[config.mk]
export PLATFORM = sky130hd
export DESIGN_NAME = mbist_mux_arb
export DESIGN_NICKNAME = d
export VERILOG_FILES = /design/src/rtl/mbist_mux_pkg.sv /design/src/rtl/mbist_rr_arb.sv /design/src/rtl/mbist_mux_arb.sv
export SDC_FILE = /design/constraint.sdc
export NUM_CORES = 1
export LEC_CHECK = 0
export ABC_AREA = 1
export CORE_AREA = 2 2 103 105
export DETAILED_ROUTE_END_ITERATION = 6
export DIE_AREA = 0 0 105 107
export GPL_TIMING_DRIVEN = 0
export MAX_ROUTING_LAYER = met4
export PLACE_DENSITY = 0.65
export SLEW_MARGIN = 40
export SYNTH_ARGS = -nofsm -noshare
export SYNTH_HDL_FRONTEND = slang
export SYNTH_SLANG_ARGS = --single-unit
[constraint.sdc]
create_clock -name clk -period 1.9 [get_ports clk]
set_clock_uncertainty 0.1 [all_clocks]
set_input_delay 0.19 -clock clk [delete_from_list [all_inputs] [get_ports clk]]
set_output_delay 0.19 -clock clk [all_outputs]
set_load 0.02 [all_outputs]
[src/rtl/mbist_mux_pkg.sv]
// mbist_mux_pkg
// Shared types for the MBIST / functional memory mux:
//   mux_state_e    - ownership FSM state (functional, draining, BIST)
//   repair_entry_t - one row-repair table entry (valid + failing address)
//   rr_next()      - round-robin pointer advance with wrap
// Repair addresses are held at REPAIR_ADDR_MAX_WD bits so the struct can
// live in a non-parameterised package; narrower addresses are zero-extended.
package mbist_mux_pkg;

    typedef enum logic [1:0] {
        ST_FUNC  = 2'd0,
        ST_DRAIN = 2'd1,
        ST_BIST  = 2'd2
    } mux_state_e;

    localparam int REPAIR_ADDR_MAX_WD = 16;

    typedef struct packed {
        logic                          valid;
        logic [REPAIR_ADDR_MAX_WD-1:0] addr;
    } repair_entry_t;

    function automatic int unsigned rr_next(input int unsigned idx, input int unsigned n);
        return (idx + 1 >= n) ? 0 : idx + 1;
    endfunction

endpackage

[src/rtl/mbist_rr_arb.sv]
// mbist_rr_arb
// Round-robin arbiter, single grant per cycle, combinational grant in the
// same cycle as the request. After a grant the pointer moves to the
// granted index + 1 (mod NUM_PORT), so the winner has lowest priority next.
// Ports:
//   clk, rst_n  clock, synchronous active-low reset (pointer -> 0)
//   en          arbitration enable; no grant and no pointer move when low
//   req         per-port request
//   gnt         one-hot grant (or zero)
//   gnt_idx     binary index of the granted port
//   gnt_vld     a grant was issued this cycle
import mbist_mux_pkg::*;

module mbist_rr_arb #(
    parameter  int NUM_PORT = 2,
    localparam int IDX_WD   = (NUM_PORT > 1) ? $clog2(NUM_PORT) : 1
) (
    input  logic                clk,
    input  logic                rst_n,
    input  logic                en,
    input  logic [NUM_PORT-1:0] req,
    output logic [NUM_PORT-1:0] gnt,
    output logic [IDX_WD-1:0]   gnt_idx,
    output logic                gnt_vld
);

    logic [IDX_WD-1:0] ptr;
    int                p;

    // Scan ports starting at ptr; first requester found wins.
    always_comb begin
        gnt     = '0;
        gnt_idx = '0;
        gnt_vld = 1'b0;
        p       = 0;
        for (int k = 0; k < NUM_PORT; k++) begin
            p = int'(ptr) + k;
            if (p >= NUM_PORT) p = p - NUM_PORT;
            if (en && !gnt_vld && req[p]) begin
                gnt_vld = 1'b1;
                gnt[p]  = 1'b1;
                gnt_idx = IDX_WD'(p);
            end
        end
    end

    always_ff @(posedge clk) begin
        if (!rst_n)
            ptr <= '0;
        else if (gnt_vld)
            ptr <= IDX_WD'(rr_next(32'(gnt_idx), NUM_PORT));
    end

endmodule

[src/rtl/mbist_mux_arb.sv]
// mbist_mux_arb
// Shares one single-port memory between NUM_PORT functional requesters
// (round-robin) and an MBIST engine. bist_en hands the memory to BIST after
// in-flight functional reads have drained. Optional row repair: BIST-reported
// failing addresses are remapped onto spare rows starting at
// BIST_REPAIR_ADDR_START, in every state.
// Build option: define MBIST_MUX_REPAIR_EN to build the repair table;
// without it mem_addr is the selected address and bist_correct is 1.
// Ports:
//   clk, rst_n                      clock, synchronous active-low reset
//   scan_mode                       func_rdata = mem_din when 1
//   bist_en / bist_ready            BIST ownership request / granted
//   bist_addr, bist_wdata           BIST address / write data
//   bist_wr, bist_rd                BIST write / read strobes
//   bist_error, bist_error_addr     failing-address report from BIST
//   bist_correct                    all reported failures repairable
//   func_req, func_we, func_mask    per-port request / write enable / byte mask
//   func_addr, func_wdata           per-port address / write data
//   func_gnt, func_rvalid           per-port grant / read data valid
//   func_rdata                      shared read data
//   mem_cen, mem_web                active-low chip / write enable
//   mem_mask, mem_addr, mem_din     memory byte mask / address / data in
//   mem_dout                        memory read data (RD_LAT after access)
import mbist_mux_pkg::*;

module mbist_mux_arb #(
    parameter  int                    NUM_PORT               = 2,
    parameter  int                    BIST_ADDR_WD           = 9,
    parameter  int                    BIST_DATA_WD           = 32,
    parameter  int                    RD_LAT                 = 1,
    parameter  int                    REPAIR_DEPTH           = 4,
    parameter  logic [BIST_ADDR_WD-1:0] BIST_REPAIR_ADDR_START = 9'h1FC,
    localparam int                    MASK_WD                = BIST_DATA_WD / 8,
    localparam int                    IDX_WD                 = (NUM_PORT > 1) ? $clog2(NUM_PORT) : 1
) (
    input  logic                                   clk,
    input  logic                                   rst_n,
    input  logic                                   scan_mode,
    input  logic                                   bist_en,
    output logic                                   bist_ready,
    input  logic [BIST_ADDR_WD-1:0]                bist_addr,
    input  logic [BIST_DATA_WD-1:0]                bist_wdata,
    input  logic                                   bist_wr,
    input  logic                                   bist_rd,
    input  logic                                   bist_error,
    input  logic [BIST_ADDR_WD-1:0]                bist_error_addr,
    output logic                                   bist_correct,
    input  logic [NUM_PORT-1:0]                    func_req,
    input  logic [NUM_PORT-1:0]                    func_we,
    input  logic [NUM_PORT-1:0][MASK_WD-1:0]       func_mask,
    input  logic [NUM_PORT-1:0][BIST_ADDR_WD-1:0]  func_addr,
    input  logic [NUM_PORT-1:0][BIST_DATA_WD-1:0]  func_wdata,
    output logic [NUM_PORT-1:0]                    func_gnt,
    output logic [NUM_PORT-1:0]                    func_rvalid,
    output logic [BIST_DATA_WD-1:0]                func_rdata,
    output logic                                   mem_cen,
    output logic                                   mem_web,
    output logic [MASK_WD-1:0]                     mem_mask,
    output logic [BIST_ADDR_WD-1:0]                mem_addr,
    output logic [BIST_DATA_WD-1:0]                mem_din,
    input  logic [BIST_DATA_WD-1:0]                mem_dout
);

    mux_state_e                   state;
    logic                         bist_ready_q;
    logic [NUM_PORT-1:0]          gnt;
    logic [IDX_WD-1:0]            gnt_idx;
    logic                         gnt_vld;
    logic                         rd_launch;
    logic [RD_LAT:1]              vld_pipe;
    logic [RD_LAT:1][IDX_WD-1:0]  idx_pipe;
    logic                         pipe_empty;
    logic [BIST_ADDR_WD-1:0]      sel_addr;
    logic                         mem_cen_raw;

    // ---------------------------------------------------------------- arbiter
    mbist_rr_arb #(.NUM_PORT(NUM_PORT)) u_arb (
        .clk     (clk),
        .rst_n   (rst_n),
        .en      (rst_n && state == ST_FUNC),
        .req     (func_req),
        .gnt     (gnt),
        .gnt_idx (gnt_idx),
        .gnt_vld (gnt_vld)
    );

    assign func_gnt = gnt;

    // ------------------------------------------------------- read pipeline
    // vld_pipe[s] is high s cycles after a granted read; the tag rides along
    // so the returning data is attributed to the right port.
    assign rd_launch  = gnt_vld && !func_we[gnt_idx];
    assign pipe_empty = ~|vld_pipe;

    always_ff @(posedge clk) begin
        if (!rst_n) begin
            vld_pipe <= '0;
            idx_pipe <= '0;
        end else begin
            vld_pipe[1] <= rd_launch;
            idx_pipe[1] <= gnt_idx;
            for (int s = 2; s <= RD_LAT; s++) begin
                vld_pipe[s] <= vld_pipe[s-1];
                idx_pipe[s] <= idx_pipe[s-1];
            end
        end
    end

    always_comb begin
        func_rvalid = '0;
        if (rst_n && vld_pipe[RD_LAT])
            func_rvalid[idx_pipe[RD_LAT]] = 1'b1;
    end

    assign func_rdata = scan_mode ? mem_din : mem_dout;

    // --------------------------------------------------------------- FSM
    // DRAIN waits until no functional read is still in flight, so BIST never
    // collides with returning data.
    always_ff @(posedge clk) begin
        if (!rst_n) begin
            state        <= ST_FUNC;
            bist_ready_q <= 1'b0;
        end else begin
            case (state)
                ST_FUNC: begin
                    if (bist_en) state <= ST_DRAIN;
                end
                ST_DRAIN: begin
                    if (!bist_en) begin
                        state <= ST_FUNC;
                    end else if (pipe_empty) begin
                        state        <= ST_BIST;
                        bist_ready_q <= 1'b1;
                    end
                end
                ST_BIST: begin
                    if (!bist_en) begin
                        state        <= ST_FUNC;
                        bist_ready_q <= 1'b0;
                    end
                end
                default: begin
                    state        <= ST_FUNC;
                    bist_ready_q <= 1'b0;
                end
            endcase
        end
    end

    assign bist_ready = bist_ready_q && rst_n;

    // ------------------------------------------------------- memory mux
    always_comb begin
        sel_addr    = func_addr[gnt_idx];
        mem_cen_raw = 1'b1;
        mem_web     = 1'b1;
        mem_mask    = '0;
        mem_din     = func_wdata[gnt_idx];
        case (state)
            ST_FUNC: begin
                mem_cen_raw = !gnt_vld;
                mem_web     = !(gnt_vld && func_we[gnt_idx]);
                mem_mask    = func_mask[gnt_idx];
            end
            ST_BIST: begin
                sel_addr    = bist_addr;
                mem_cen_raw = !(bist_rd || bist_wr);
                mem_web     = !bist_wr;
                mem_mask    = '1;
                mem_din     = bist_wdata;
            end
            default: ;
        endcase
    end

    // Reset is synchronous, so the memory is held off combinationally while
    // rst_n is low rather than waiting for the edge.
    assign mem_cen = mem_cen_raw || !rst_n;

    // ------------------------------------------------------- repair table
`ifdef MBIST_MUX_REPAIR_EN
    localparam int REP_IDX_WD = (REPAIR_DEPTH > 1) ? $clog2(REPAIR_DEPTH) : 1;

    repair_entry_t [REPAIR_DEPTH-1:0] rep_tbl;
    logic                             bist_correct_q;
    logic                             err_hit;
    logic                             free_vld;
    logic [REP_IDX_WD-1:0]            free_idx;
    logic                             map_hit;
    logic [REP_IDX_WD-1:0]            map_idx;

    // Descending scan: the last assignment is the lowest index, so the
    // lowest matching entry wins the remap and the lowest free slot fills.
    always_comb begin
        err_hit  = 1'b0;
        free_vld = 1'b0;
        free_idx = '0;
        map_hit  = 1'b0;
        map_idx  = '0;
        for (int i = REPAIR_DEPTH - 1; i >= 0; i--) begin
            if (rep_tbl[i].valid && rep_tbl[i].addr == REPAIR_ADDR_MAX_WD'(sel_addr)) begin
                map_hit = 1'b1;
                map_idx = REP_IDX_WD'(i);
            end
            if (rep_tbl[i].valid && rep_tbl[i].addr == REPAIR_ADDR_MAX_WD'(bist_error_addr))
                err_hit = 1'b1;
            if (!rep_tbl[i].valid) begin
                free_vld = 1'b1;
                free_idx = REP_IDX_WD'(i);
            end
        end
    end

    assign mem_addr = map_hit ? (BIST_REPAIR_ADDR_START + BIST_ADDR_WD'(map_idx)) : sel_addr;

    // Overflow (new address, no free slot) is sticky until reset.
    always_ff @(posedge clk) begin
        if (!rst_n) begin
            rep_tbl        <= '0;
            bist_correct_q <= 1'b1;
        end else if (state == ST_BIST && bist_error && !err_hit) begin
            if (free_vld) begin
                rep_tbl[free_idx].valid <= 1'b1;
                rep_tbl[free_idx].addr  <= REPAIR_ADDR_MAX_WD'(bist_error_addr);
            end else begin
                bist_correct_q <= 1'b0;
            end
        end
    end

    assign bist_correct = bist_correct_q;
`else
    logic unused_repair;
    assign unused_repair = ^{bist_error, bist_error_addr, BIST_REPAIR_ADDR_START, 32'(REPAIR_DEPTH)};
    assign mem_addr      = sel_addr;
    assign bist_correct  = 1'b1;
`endif

endmodule

# ---- Word level (Yosys, flattened, before mapping)
# Cells that the tools add are included.
dict set report word_totals {
  reg_bits 6
  in_bits 183
  output_inout_bits 85
  word_cells 96
}
dict set report classes {
  addsub 4
  magnitude_cmp 10
  n_eq_ne 7
  muxes 45
  n_bitwise 2
  n_reduce_logical 23
}
# op count
set ops {}
lappend ops {{$mux W32} 6}
lappend ops {{$ge A32 B1 Y1 const B} 2}
lappend ops {{$lt A32 B3 Y1 const B} 2}
lappend ops {{$ge A32 B3 Y1 const B} 1}
lappend ops {{$sub A32 B3 Y32 const B} 1}
lappend ops {{$mux W9} 3}
lappend ops {{$mux W1} 19}
lappend ops {{$mux W2} 7}
lappend ops {{$logic_and A1 B1 Y1} 11}
lappend ops {{$mux W4} 2}
lappend ops {{$ne A2 B2 Y1 const B} 4}
lappend ops {{$pmux W4 S2} 1}
lappend ops {{$logic_not A1 Y1} 7}
lappend ops {{$pmux W2 S3} 1}
lappend ops {{$add A1 B1 Y2 const B} 2}
lappend ops {{$lt A1 B2 Y1 const B} 2}
lappend ops {{$pmux W1 S2} 2}
lappend ops {{$reduce_and A4 Y1} 1}
lappend ops {{$demux W1 S1} 3}
lappend ops {{$ne A3 B3 Y1 const B} 1}
lappend ops {{$pmux W1 S3} 1}
lappend ops {{$reduce_and A3 Y1} 1}
lappend ops {{$sub A1 B2 Y3 const B} 1}
lappend ops {{$eq A2 B1 Y1 const B} 1}
lappend ops {{8 further kinds} 9}

# ---- Depth between registers and ports, before layout
# Gate-level depths: netlist of the first run.
dict set report depth {
  ltp_word 16
  mapped_depth 10
  mapped_depth_nobuf 9
}

# ---- Hierarchy
# A second synthesis of the first run with hierarchy kept.
dict set report hier_totals {
  cells_unflattened 419
  hier_area_um2 1930.6
}
# module instances cells_each area_per_inst_um2 seq_area_each_um2
set modules_own_cells {}
lappend modules_own_cells {mbist_mux_arb 1 407 1856.8 100.1}
lappend modules_own_cells {mbist_rr_arb 1 12 73.8 20.0}

# ---- Least setup slack after synthesis of the first run
# No wires, ideal clock.
dict set report synth_timing {
  path_kind {register -> output}
  from {reg state[1]}
  to {out mem_mask[0]}
  arrival_ns 1.512
  t_required_ns 1.610
  path_slack_ns 0.098
  stages_incl_launch_ff 8
  n_path_buf 2
  cell_sequence {dfxtp_1 > buf_6 > inv_2 > nand3_1 > nor2_2 > buf_6 > nor3_1 > nor3_1}
}
dict set report synth_between {
  elab_chain_len 11
  word_cells_on_any_way 13
  classes_between {eq/ne: 1; mux: 6; reduce/logical: 6}
}
# item line_no
set synth_lines {}
lappend synth_lines {{start, declared} mbist_mux_arb.sv:64} ;# mux_state_e state;
lappend synth_lines {{start signal, assigned} mbist_mux_arb.sv:122} ;# state <= ST_FUNC;
lappend synth_lines {{start signal, assigned} mbist_mux_arb.sv:127} ;# if (bist_en) state <= ST_DRAIN;
lappend synth_lines {{start signal, assigned} mbist_mux_arb.sv:131} ;# state <= ST_FUNC;
lappend synth_lines {{$logic_not A2 Y1} {mbist_mux_arb.sv:80, mbist_mux_arb.sv:160}}
lappend synth_lines {{$logic_and A1 B1 Y1} mbist_mux_arb.sv:80} ;# .en (rst_n && state == ST_FUNC),
lappend synth_lines {{$logic_and A1 B1 Y1} mbist_rr_arb.sv:39} ;# if (en && !gnt_vld && req[p]) begin
lappend synth_lines {{$mux W1} mbist_rr_arb.sv:39}
lappend synth_lines {{$logic_not A1 Y1} mbist_rr_arb.sv:39}
lappend synth_lines {{$logic_and A1 B1 Y1 (2 in a row)} mbist_rr_arb.sv:39}
lappend synth_lines {{$mux W1} mbist_rr_arb.sv:39}
lappend synth_lines {{$mux W4 (not written as such) (2 in a row)} mbist_mux_arb.sv:164} ;# mem_mask = func_mask[gnt_idx];
lappend synth_lines {{$pmux W4 S2 *} mbist_mux_arb.sv:160} ;# case (state)
lappend synth_lines {{end, declared} mbist_mux_arb.sv:58} ;# output logic [MASK_WD-1:0] mem_mask,
# Mark *: on every way between the ends. The rest lies on a longest branch, timed or not. The select of a mux whose other input is x is not followed.

# ---- Worst setup path in the final report of the first run
dict set report layout_timing {
  from {reg state[0]}
  to {out func_rdata[30]}
}
dict set report layout_between {
  elab_chain_len 12
  word_cells_on_any_way 14
  classes_between {eq/ne: 1; mux: 7; reduce/logical: 6}
}
# item line_no
set layout_lines {}
lappend layout_lines {{$logic_not A2 Y1} mbist_mux_arb.sv:80}
lappend layout_lines {{$logic_and A1 B1 Y1} mbist_mux_arb.sv:80}
lappend layout_lines {{$logic_and A1 B1 Y1} mbist_rr_arb.sv:39}
lappend layout_lines {{$mux W1} mbist_rr_arb.sv:39}
lappend layout_lines {{$logic_not A1 Y1} mbist_rr_arb.sv:39}
lappend layout_lines {{$logic_and A1 B1 Y1 (2 in a row)} mbist_rr_arb.sv:39}
lappend layout_lines {{$mux W1} mbist_rr_arb.sv:39}
lappend layout_lines {{$mux W32 (not written as such) (2 in a row)} mbist_mux_arb.sv:159} ;# mem_din = func_wdata[gnt_idx];
lappend layout_lines {{$mux W32 *} mbist_mux_arb.sv:160}
lappend layout_lines {{$mux W32 *} mbist_mux_arb.sv:115} ;# assign func_rdata = scan_mode ? mem_din : mem_dout;
lappend layout_lines {{end, declared} mbist_mux_arb.sv:55} ;# output logic [BIST_DATA_WD-1:0] func_rdata,
# Marked as above.

==> results of run 1 <==
==> worst register-to-register path, cell delays in order (launching register included) <==
cell,delay (ps)
dfxtp_4,360
inv_6,70
buf_4,120
nand3_2,100
nor2_4,200
buf_6,150
buf_4,100
a211oi_1,30
==> report_power, final <==
group	internal (uW)	switching, uW	total [uW]
Clock	136	51.1	187
Combinational	875	828	1700
Sequential	133	7.02	140
Total	1140	886	2030
==> sequential cells by signal, summed over array words and instances, names as in the netlist <==
signal	count
state	2
u_arb.ptr	1
idx_pipe	1
vld_pipe	1
bist_ready_q	1
==> layer usage <==
layer	track usage, %	vias up	share of wire, %
li1	-	1970	-
met2	43.5	210	51
met1	27.3	1910	39
met3	3.65	27	7.2
met4	5.33	0	2.5
met5	-	-	0
==> path summary, 6_finish.rpt <==
| path | startpoint | end | slack (ps) | cells past startpoint |
|---|---|---|---|---|
| worst min-delay path | func_req[1] | idx_pipe | 340 | 3 |
| worst max register to register | state[0] | u_arb.ptr | 530 | 7 |
| worst min register to register | bist_ready_q | bist_ready_q | 380 | 2 |
| worst max-delay path | state[0] | func_rdata[30] | -60 | 10 |
==> cells in the final DEF (no fill, tap or decap), drive strengths merged <==
| cell type | n |
|---|---|
| clkdlybuf4s50 | 171 |
| nand3 | 98 |
| o21ai | 4 |
| a211oi | 1 |
| a31oi | 32 |
| dlygate4sd2 | 2 |
| clkbuf | 13 |
| a21oi | 21 |
| and3 | 1 |
| buf | 122 |
| dfxtp | 6 |
| nor2 | 55 |
| o31ai | 1 |
| a2111oi | 1 |
| clkdlybuf4s15 | 3 |
| inv | 45 |
| nor3 | 9 |
| conb | 1 |
| nand2 | 115 |
==> timing repair <==
action,CTS,global route
cloned,5,4
resized for setup,563,149
pin swaps,57,49
hold endpoints to repair,0,0
hold buffers,0,0
setup buffers,8,8
setup endpoints to repair,82,78
==> per-stage QoR <==
step	TNS (ps)	utilization [%]	power, uW	std cells	setup slack (ps)
2_1_floorplan	0	-	716	420	97.6
3_3_place_gp	-57620	47.2	1510	811	-843
3_5_place_dp	-59060	47.2	1520	811	-887
4_1_cts	-3320	52.9	1840	827	-132
5_1_grt	-4820	59.6	2140	837	-136
6_report	-944	59.6	2030	837	-64.6
==> kinds of logic (layout without fill, tap and decap cells) <==
kind of cell / after synthesis / in the layout / synth area share (%)
and+or+nand+nor: 276 / 278 / 59.0
AOI/OAI and AO/OA: 60 / 60 / 17.3
DFF: 6 / 6 / 5.89
buffers and inverters: 77 / 356 / 17.6
other: 1 / 1 / 0.184
==> final cells by class <==
cell class | instances | area (um2) | area share [%]
inverter | 45 | 184 | 3.06
tap | 136 | 170 | 2.83
clock buffer | 3 | 41.3 | 0.686
sequential | 6 | 129 | 2.14
timing repair buffer | 277 | 2760 | 45.8
multi-input combinational | 339 | 2440 | 40.5
buffer | 31 | 298 | 4.95
==> flow_metrics.py, run 1 <==
metrics = {
    "synth": {
        "synth_cells": 420,
        "synth_top_area_share_pct": 24.0,
        "yosysSeqAreaShare_pct": 5.89,
        "synth_common_cells": "nand2_1, nand3_1, nor2_1",
        "netlist_area_um2": 2040,
        "ys_warn_count": 0,
        "synth_seq_cells": 6,
        "synth_cell_types": 25,
        "avgSynthCellArea_um2": 4.86,
        "synthArstFlopShare_pct": 0,
        "synth_edf_count": 0,
        "synth_most_common_cell": "nand2_1",
        "synth_area_leader_cell": "nand3_1",
        "syn_nets": 603,
        "ys.flop_type": "dfxtp_1",
        "synthTopCellsByArea": "nand3_1, nand2_1, a31oi_1",
    },
    "detailed_routing": {
        "num_vias": 4117,
        "antenna_left": 0,
        "avgRoutedWirePerCell_um": 17.4,
        "first_pass_iters": 5,
        "drtIter0Drc": 238,
        "via_per_inst": 4.92,
        "drc_errors": 0,
        "drt-total-wl_um": 14600,
    },
    "critical_path": {
        "crit_family": "simple AND/OR/NAND/NOR gates",
        "start_kind": "register",
        "cp_max_fo": 5,
        "crit_chain": "inv_6 > nand2_8 > nor2_8 > buf_6 > buf_8 > nand3_4 > nand3_2 > nand3_1 > nand2_1 > buf_6",
        "endpoint_kind": "output pin",
        "critPathSlowestCell": "dfxtp_4",
        "critPathBufInv": 4,
        "max_stage_delay_ps": 360,
        "critPathKind": "reg -> out",
        "cp.required_ps": 1610,
        "cpMostUsedCell": "buf_6",
        "arrival_ps": 1670,
    },
    "placed_design": {
        "hpwl_um": 10300,
        "portBuffers": 255,
        "dpl_cell_area_um2": 4760,
        "place.gp.congestion": 0.900,
    },
    "timing": {
        "whs_ps": 344,
        "period_needed_ps": 1960,
        "fmax_ghz": 0.509,
        "relSlewSlack_pct": 47.3,
        "min_period_over_period_pct": 103,
        "setup_viol_count_final": 34,
        "tightest_slew_ps": 791,
        "hold_viol_final": 0,
        "timing.final.ws_setup_ps": -64.6,
        "drv_slew": 0,
        "rsz0062_at_grt": "yes",
    },
    "run_status": {
        "status": "finished, violations left",
        "violations": "setup timing",
    },
    "power": {
        "max-vdd-ir-drop_uv": 245,
        "powerDensity_nw_per_um2": 337,
        "power_leakage_uw": 0.00261,
    },
    "grt": {
        "antenna_found_initial": 0,
        "grt_util_all_layers_pct": 23.7,
        "grt_pass1_vias": 4041,
        "grt_first_pass_wirelength_um": 20900,
        "grt_max_degree": 11,
        "overflow": 0,
    },
    "cts": {
        "clock-sinks": 6,
        "htreeDepth": 1,
        "numCtsBuffers": 3,
        "clk_pin_slew_ps": 40,
        "cts-root-buf": "clkbuf_8",
        "cts_max_path_buffers": 2,
        "cts_tree": "done",
        "clk_latency_ps": 220,
    },
    "layout": {
        "area_growth_syn_to_layout_pct": 195,
        "nets": 886,
        "drive_gt1_share_pct": 40.5,
        "antennaDiodeCount": 0,
        "stdcell_area_um2": 6020,
        "fillers": 949,
    },
    "floorplan": {
        "core_area_um2": 10100,
        "fp-row-count": 37,
        "die_h_um": 107,
        "pin_count": 268,
        "start_util_pct": 20.2,
        "die_area_um2": 11200,
        "die_w_um": 105,
    },
    "run": {
        "cap_viol_max_count": 0,
    },
    "hold_path": {
        "hold_class": "in -> reg",
    },
}
Note: power is estimated with default switching activity, not from simulation.
==> run 2, diff against run 1 <==
Settings changed: CTS_CLUSTER_SIZE from default to 8, SKIP_LAST_GASP from default to 1.
==> flow_metrics.py, run 2 (synthesized netlist as in run 1, its figures left out) <==
metrics = {
    "detailed_routing": {
        "drtIter0Drc": 247,
        "avgRoutedWirePerCell_um": 17.4,
        "drt-total-wl_um": 14600,
        "drc_errors": 0,
        "num_vias": 4069,
        "first_pass_iters": 4,
        "antenna_left": 0,
        "via_per_inst": 4.86,
    },
    "cts": {
        "holdBufCountCts": 0,
        "numCtsBuffers": 3,
        "clk_latency_ps": 220,
        "cts_tree": "done",
        "cts_max_path_buffers": 2,
        "htreeDepth": 1,
        "cts-root-buf": "clkbuf_8",
        "clock-sinks": 6,
        "clk_pin_slew_ps": 30,
    },
    "critical_path": {
        "cp_max_fo": 7,
        "endpoint_kind": "output pin",
        "start_kind": "register",
        "arrival_ps": 1680,
        "critPathKind": "reg -> out",
        "cp-startpoint": "u_arb.ptr",
        "cp.required_ps": 1610,
        "r2r_start": "state[0]",
    },
    "run_status": {
        "violations": "setup timing",
        "status": "finished, violations left",
    },
    "layout": {
        "nets": 887,
        "largest_reg_flops": 2,
        "stdcell_area_um2": 5850,
        "final_cell_mix": "clkdlybuf4s50_1, nand2_1, buf_4",
        "area_growth_syn_to_layout_pct": 187,
        "layout.cells.non_filler": 838,
        "layout_commonest_cell": "clkdlybuf4s50_1",
        "largest_register": "state",
        "drive_gt1_share_pct": 37.7,
        "antennaDiodeCount": 0,
    },
    "timing": {
        "min_period_over_period_pct": 104,
        "timing.final.ws_setup_ps": -74.3,
        "relSlewSlack_pct": 51.3,
        "tightest_slew_ps": 730,
        "drv_slew": 0,
        "fmax_ghz": 0.506,
        "setup_viol_count_final": 35,
        "period_needed_ps": 1970,
        "rsz0062_at_grt": "yes",
        "hold_viol_final": 0,
        "tns_ps": -1230,
    },
    "placed_design": {
        "place.gp.congestion": 0.900,
        "portBuffers": 255,
        "place_inst": 811,
        "hpwl_um": 10300,
        "place_ws_ps": -887,
        "dpl_cell_area_um2": 4760,
    },
    "hold_path": {
        "hold_class": "in -> reg",
        "min_from": "func_req[1]",
    },
    "floorplan": {
        "pin_count": 268,
        "fp-row-count": 37,
        "die_w_um": 105,
        "die_h_um": 107,
        "core_area_um2": 10100,
        "die_area_um2": 11200,
        "start_util_pct": 20.2,
    },
    "grt": {
        "grt_util_all_layers_pct": 23.5,
        "overflow": 0,
        "grt_first_pass_wirelength_um": 20700,
        "antenna_found_initial": 0,
        "grt_pass1_vias": 4022,
        "grt_max_degree": 11,
    },
    "power": {
        "max-vdd-ir-drop_uv": 245,
        "powerDensity_nw_per_um2": 340,
        "power_leakage_uw": 0.00258,
        "p_total_uw": 1990,
    },
    "run": {
        "cap_viol_max_count": 0,
    },
}
## run 2: cell count changes in the layout (fill, tap and decap cells not counted), moves of 3 or more
cell     delta
nand3_1    +10
nand2_1     +9
nand3_2     -7
buf_4       +5
buf_6       -5
nand2_2     -5
nand2_4     -4
a31oi_1     +3
nand3_4     -3
## run 2: path summary, 6_finish.rpt
| path | to | slack (ps) | cells past startpoint |
|---|---|---|---|
| hold reg to reg | bist_ready_q | 380 | 2 |
| setup reg to reg | u_arb.ptr | 550 | 7 |
| setup / recovery | func_rdata[23] | -70 | 10 |
| hold / removal | idx_pipe | 340 | 3 |
## run 2: stage by stage
| step | hold slack [ps] | util [%] |
|---|---|---|
| 6_report | 344 | 57.9 |
| 5_1_grt | 354 | 57.9 |
| 4_1_cts | 331 | 52.0 |
| 3_5_place_dp | 382 | 47.2 |
| 3_3_place_gp | 376 | 47.2 |
| 2_1_floorplan | 238 | - |
## run 2: layout make-up
cell class	count	area, um2
fillers	999	4250
repair buffers	278	2750
multi-input cells	339	2290
plain buffers	31	283
inverters	45	184
well taps	136	170
flip-flops and latches	6	129
clock buffers	3	41.3
## run 2: critical path, stage by stage, from the launching register on
cell	delay (ps)
dfxtp_2	330
inv_2	50
a21oi_4	160
buf_12	160
nand2_8	110
buf_8	180
nand2_2	90
nand3_2	90
nand3_2	100
nand2_2	60
buf_6	130
## run 2: timing repair
action / in CTS / in global routing
endpoints found under the setup margin: 82 / 78
gates cloned: 5 / 4
gates resized for setup: 541 / 135
buffers inserted: 8 / 9
pin swaps: 57 / 52
## run 2: routing by layer
metal	vias to the layer above	wire (um)	GRT usage, %
met1	1881	5630	27.2
met2	194	7600	43.4
met3	20	1090	3.53
met4	0	240	4.29
met5	-	0	-
li1	1974	-	-
## run 2: where the power goes
group,leakage [uW],switching [uW],internal (uW)
clock,0.0000216,51.1,136
sequential,0.0000510,6.96,133
combinational,0.00251,807,852
total,0.00258,865,1120
